===== src/rtl/relay_memory_responder.sv =====
// relay_memory_responder: byte memory slave for a relay sequencer.
// Accepts one level-held read or write strobe, waits WAIT_CYCLES, answers
// with a one-cycle completion pulse, then holds in RELEASE until both
// strobes drop so that a held request is never serviced twice.
// Optional feature macro: RELAY_MEM_WRITE_PROTECT_EN (writes below
// PROTECT_LIMIT are discarded and flagged on writeProtErr).
module relay_memory_responder #(
  parameter int          MEM_DEPTH     = 256,
  parameter int          WAIT_CYCLES   = 2,
  parameter logic [15:0] PROTECT_LIMIT = 16'h0040
) (
  input  logic        clock,
  input  logic        resetN,
  input  logic        MemRead,
  input  logic        MemWrite,
  input  logic        Halt,
  input  logic [15:0] addressBus,
  input  logic [7:0]  dataBus,
  output logic [7:0]  readData,
  output logic        readValid,
  output logic        writeDone,
  output logic        busy,
  output logic        addrError,
  output logic        conflictError,
  output logic        writeProtErr
);

  localparam int          AW       = (MEM_DEPTH > 1) ? $clog2(MEM_DEPTH) : 1;
  localparam logic [3:0]  CNT_INIT = (WAIT_CYCLES > 0) ? 4'(WAIT_CYCLES - 1) : 4'd0;
  localparam logic [16:0] DEPTH17  = 17'(MEM_DEPTH);

  typedef enum logic [1:0] {IDLE, ACCESS, RESPOND, RELEASE} state_t;

  state_t      state, next_state;
  logic [15:0] addr_q;
  logic [7:0]  data_q;
  logic        dir_wr_q;
  logic [3:0]  cnt;
  logic [7:0]  mem [MEM_DEPTH];

  logic        accept, conflict;
  logic        entering;
  logic [15:0] ent_addr;
  logic [7:0]  ent_data;
  logic        ent_wr;
  logic        ent_in_range, q_in_range;
  logic        ent_prot, q_prot;
  logic        mem_we;
  logic [7:0]  rd_val;
  logic        rv_d, wd_d, ae_d, ce_d, pe_d;

  assign accept   = (state == IDLE) && !Halt && (MemRead ^ MemWrite);
  assign conflict = (state == IDLE) && !Halt && MemRead && MemWrite;

  // The memory write happens on the edge that enters RESPOND; with no wait
  // states that is the accept edge itself, so the live bus is used then.
  assign entering = (next_state == RESPOND) && (state != RESPOND);
  assign ent_addr = (state == IDLE) ? addressBus : addr_q;
  assign ent_data = (state == IDLE) ? dataBus    : data_q;
  assign ent_wr   = (state == IDLE) ? MemWrite   : dir_wr_q;

  assign ent_in_range = {1'b0, ent_addr} < DEPTH17;
  assign q_in_range   = {1'b0, addr_q}   < DEPTH17;

`ifdef RELAY_MEM_WRITE_PROTECT_EN
  assign ent_prot = ent_addr < PROTECT_LIMIT;
  assign q_prot   = addr_q   < PROTECT_LIMIT;
`else
  assign ent_prot = 1'b0;
  assign q_prot   = 1'b0;
`endif

  // resetN gating keeps an access that is being abandoned from writing.
  assign mem_we = resetN && entering && ent_wr && ent_in_range && !ent_prot;
  assign rd_val = q_in_range ? mem[addr_q[AW-1:0]] : 8'hFF;

  // State register.
  always_ff @(posedge clock or negedge resetN) begin
    if (!resetN) state <= IDLE;
    else         state <= next_state;
  end

  // Next-state logic.
  always_comb begin
    next_state = state;
    case (state)
      IDLE: begin
        if (conflict)    next_state = RELEASE;
        else if (accept) next_state = (WAIT_CYCLES > 0) ? ACCESS : RESPOND;
      end
      ACCESS:  if (cnt == 4'd0) next_state = RESPOND;
      RESPOND: next_state = RELEASE;
      RELEASE: if (!MemRead && !MemWrite) next_state = IDLE;
      default: next_state = IDLE;
    endcase
  end

  // Output decode: completion flags are computed in RESPOND and registered,
  // giving an accept-to-pulse latency of WAIT_CYCLES+1.
  always_comb begin
    rv_d = 1'b0;
    wd_d = 1'b0;
    ae_d = 1'b0;
    pe_d = 1'b0;
    ce_d = conflict;
    busy = (state != IDLE);
    if (state == RESPOND) begin
      ae_d = !q_in_range;
      if (dir_wr_q) begin
        wd_d = 1'b1;
        pe_d = q_in_range && q_prot;
      end else begin
        rv_d = 1'b1;
      end
    end
  end

  // Registered completion pulses and read data (readData holds between reads).
  always_ff @(posedge clock or negedge resetN) begin
    if (!resetN) begin
      readData      <= 8'h00;
      readValid     <= 1'b0;
      writeDone     <= 1'b0;
      addrError     <= 1'b0;
      conflictError <= 1'b0;
      writeProtErr  <= 1'b0;
    end else begin
      readValid     <= rv_d;
      writeDone     <= wd_d;
      addrError     <= ae_d;
      conflictError <= ce_d;
      writeProtErr  <= pe_d;
      if (rv_d) readData <= rd_val;
    end
  end

  // Request capture on accept; later bus changes are ignored.
  always_ff @(posedge clock or negedge resetN) begin
    if (!resetN) begin
      addr_q   <= 16'h0000;
      data_q   <= 8'h00;
      dir_wr_q <= 1'b0;
    end else if (accept) begin
      addr_q   <= addressBus;
      data_q   <= dataBus;
      dir_wr_q <= MemWrite;
    end
  end

  // Wait-state counter: loaded on accept, counts down through ACCESS.
  always_ff @(posedge clock or negedge resetN) begin
    if (!resetN)                             cnt <= 4'd0;
    else if (accept)                         cnt <= CNT_INIT;
    else if (state == ACCESS && cnt != 4'd0) cnt <= cnt - 4'd1;
  end

  // Storage array; deliberately not cleared by reset.
  always_ff @(posedge clock) begin
    if (mem_we) mem[ent_addr[AW-1:0]] <= ent_data;
  end

endmodule


===== config.mk =====
export PLATFORM = sky130hd
export DESIGN_NAME = relay_memory_responder
export DESIGN_NICKNAME = d
export VERILOG_FILES = /design/src/rtl/relay_memory_responder.sv
export SDC_FILE = /design/constraint.sdc
export NUM_CORES = 2
export LEC_CHECK = 0
export ABC_AREA = 1
export CAP_MARGIN = 25
export CORE_ASPECT_RATIO = 1.2
export CORE_MARGIN = 3
export CORE_UTILIZATION = 40
export DETAILED_ROUTE_END_ITERATION = 7
export GPL_TIMING_DRIVEN = 0
export PLACE_DENSITY = 0.56
export SYNTH_ARGS = -nofsm -noshare
export SYNTH_HDL_FRONTEND = slang
export SYNTH_SLANG_ARGS = --single-unit

===== constraint.sdc =====
create_clock -name clock -period 18.8 [get_ports clock]
set_clock_uncertainty 0.15 [all_clocks]
set_input_delay 5.64 -clock clock [delete_from_list [all_inputs] [get_ports clock]]
set_output_delay 5.64 -clock clock [all_outputs]
set_load 0.05 [all_outputs]

==> metrics.yaml <==
routing:
  wirelength_mm: 320
  wire_per_inst_um: 30.5
  vias: 61400
  postRouteAntennaNets: 0
  drc_errors: 0
  drtIter0Drc: 8343
  viasPerCell: 5.84
  dr.pass1.iters: 8
outcome:
  status: "finished clean"
power:
  power_density_nw_per_um2: 179
  leakage_nw: 33.7
  vdd_ir_drop_max_mv: 0.114
setup_path:
  slowest_stage: "nor2_1"
  start_kind: "primary input"
  criticalPathCategory: "in2reg"
  crit_chain: "clkdlybuf4s50_1 > inv_1 > nand2_1 > o21ai_0 > nor2_1 > nand2_1 > clkbuf_2 > nor2_1"
  worstPathMaxFanout: 10
  cp.required_ps: 19120
  slowest_delay_ps: 1070
  endpoint_kind: "flop"
  crit_arrival_ps: 9590
final_layout:
  fill_cells: 19000
  syn2layout_area_growth_pct: 15.1
  final_common_cell: "nand2_1"
  finalInstanceArea_um2: 97300
  drive_gt1_share_pct: 6.44
  final_cell_mix: "2168 x nand2_1, 2048 x edfxtp_1, 2030 x nand3_1"
  finalNetCount: 7588
  postLayoutCoreUtil_pct: 46.4
sta:
  finalSetupViolations: 0
  period_share_pct: 49.3
  worst_slew_pin_slew_ps: 1230
  hold_ws_ps: 325
  rsz0062_at_grt: "false"
  finalCriticalPeriod_ps: 9280
  finalHoldViolCount: 0
  finalSetupTns_ps: 0
  slew_viol_final: 0
  finalWorstSetupSlack_ps: 9520
  max_freq_mhz: 108
  slew-limit-headroom_pct: 18.0
die:
  coreArea_um2: 210000
  num_rows: 184
  die_x_um: 426
  initial_core_util_pct: 40.3
  die-area_um2: 217000
  die_h_um: 510
  io_pins: 43
clocking:
  cts_buffers: 198
  clockRootBuffer: "clkbuf_16"
  cts_hold_buf: 0
  ctsResizeCount: 0
  clk_pin_slew_worst_paths_ps: 60
  cts_tree: "done"
  clock_latency_ps: 870
  clock_path_buffers: 3
  cts_setup_buffers: 0
  clock-sinks: 2091
  cts.htree.levels: 4
synthesis:
  ys_seq_area_share_pct: 74.0
  synth_xor_area_share_pct: 0.0104
  synth_top_flop_cell: "edfxtp_1"
  ys_ff_latch: 2091
  synthesis.area_um2: 84500
  syn_inst: 7188
  synth_top_family_by_area: "simple AND/OR/NAND/NOR gates"
  ys_types: 24
  synthMuxAreaShare_pct: 0
  ys_warn_count: 0
  synth_edf_count: 2048
  synth_compound_area_share_pct: 0.266
  synth-simple-area-share_pct: 23.2
  async_flop_share_pct: 2.06
  synth_area_per_cell_um2: 11.8
  synthAdderAreaFrac_pct: 0.0296
  synth_fp_nets: 7219
placed_design:
  place_congestion: 0.979
  placement.cell_area_um2: 91000
  dp_slack_ps: 8790
  numPortBuffers: 41
  hpwl_mm: 225
job:
  maxCapViolCount: 0
global_route:
  grt_overflow: 0
  grt.total_usage_pct: 28.9
  grt_antenna_before_repair: 14
  grt_max_degree: 39
  grt_pass1_wl_mm: 441
  grt_pass1_vias: 57500
min_path:
  min_path_type: "reg2reg"
-- synth_stat cells, drive strengths merged, types with 3 or more instances --
library cell / instances / area, um^2
nand2: 2168 / 8140
nor2: 274 / 1030
or2: 8 / 50.1
a21oi: 4 / 20.0
nand4: 17 / 169
nor3: 3 / 20.0
dfrtp: 43 / 1080
nand3: 2030 / 10200
edfxtp: 2048 / 61500
clkbuf: 366 / 1370
inv: 55 / 206
buf: 125 / 533
o21ai: 37 / 193
nor4: 4 / 25.0
-- sequential cells by signal (all words and copies together), names as in the netlist --
signal,flops
addr_q,16
cnt,4
mem,2048
readData,8
conflictError,1
readValid,1
addrError,1
state,2
writeDone,1
dir_wr_q,1
data_q,8
-- report_power, final --
group	leakage [nW]	total [mW]	switching [mW]	internal, mW
Clock	3.02	3.93	1.79	2.15
Sequential	19.1	6.00	0.0328	5.97
Combinational	11.5	7.43	5.68	1.75
-- worst max-delay path, delay by kind of cell --
family / cells / cell delay, ps
AOI/OAI and AO/OA: 1 / 130
buffers and inverters: 3 / 1620
and+or+nand+nor: 4 / 2160
-- through the flow --
step           power (mW)  instances
3_3_place_gp         14.2      10000
3_5_place_dp         13.2      10100
6_report             17.4      10500
5_1_grt              17.7      10500
4_1_cts              17.1      10500
2_1_floorplan        9.90       7188
-- routing by layer --
layer / wire, um / share of wire [%] / track usage (%) / vias to the layer above
met5: 27 / 0.0084 / 0 / -
met4: 24600 / 7.7 / 18.7 / 4
met3: 32000 / 10 / 5.99 / 855
met2: 146000 / 46 / 45.5 / 3862
met1: 118000 / 37 / 36.5 / 30400
li1: - / - / - / 26300
-- final cells by class --
cell class                      instances  area [um^2]  share of cell area, %
Clock inverter                        117          912                  0.938
Timing Repair Buffer                  169         2950                   3.03
Multi-Input combinational cell       4551        19900                   20.5
Clock buffer                          238         5250                   5.40
Sequential cell                      2091        62600                   64.3
Inverter                               55          206                  0.212
Buffer                                491         1930                   1.98
Antenna cell                           13         32.5                 0.0334
Tap cell                             2790         3490                   3.59
-- cell families after synthesis --
group	count (synthesis)
AOI/OAI and AO/OA	43
adders and majority gates	2
buffers and inverters	546
xor gates and xnor gates	1
DFF	2091
and+or+nand+nor	4504
other	1
-- final timing paths --
check,start,endpoint,slack [ps],cells past startpoint
setup / recovery,addressBus[2],mem[151][4],9520,8
hold / removal,cnt[3],cnt[3],330,1
setup reg to reg,addr_q[0],mem[151][4],12770,9
hold reg to reg,cnt[3],cnt[3],330,1
max in group asynchronous,resetN,addr_q[5],13310,2
min in group asynchronous,resetN,data_q[1],4640,1
(Power assumes the default switching activity.)
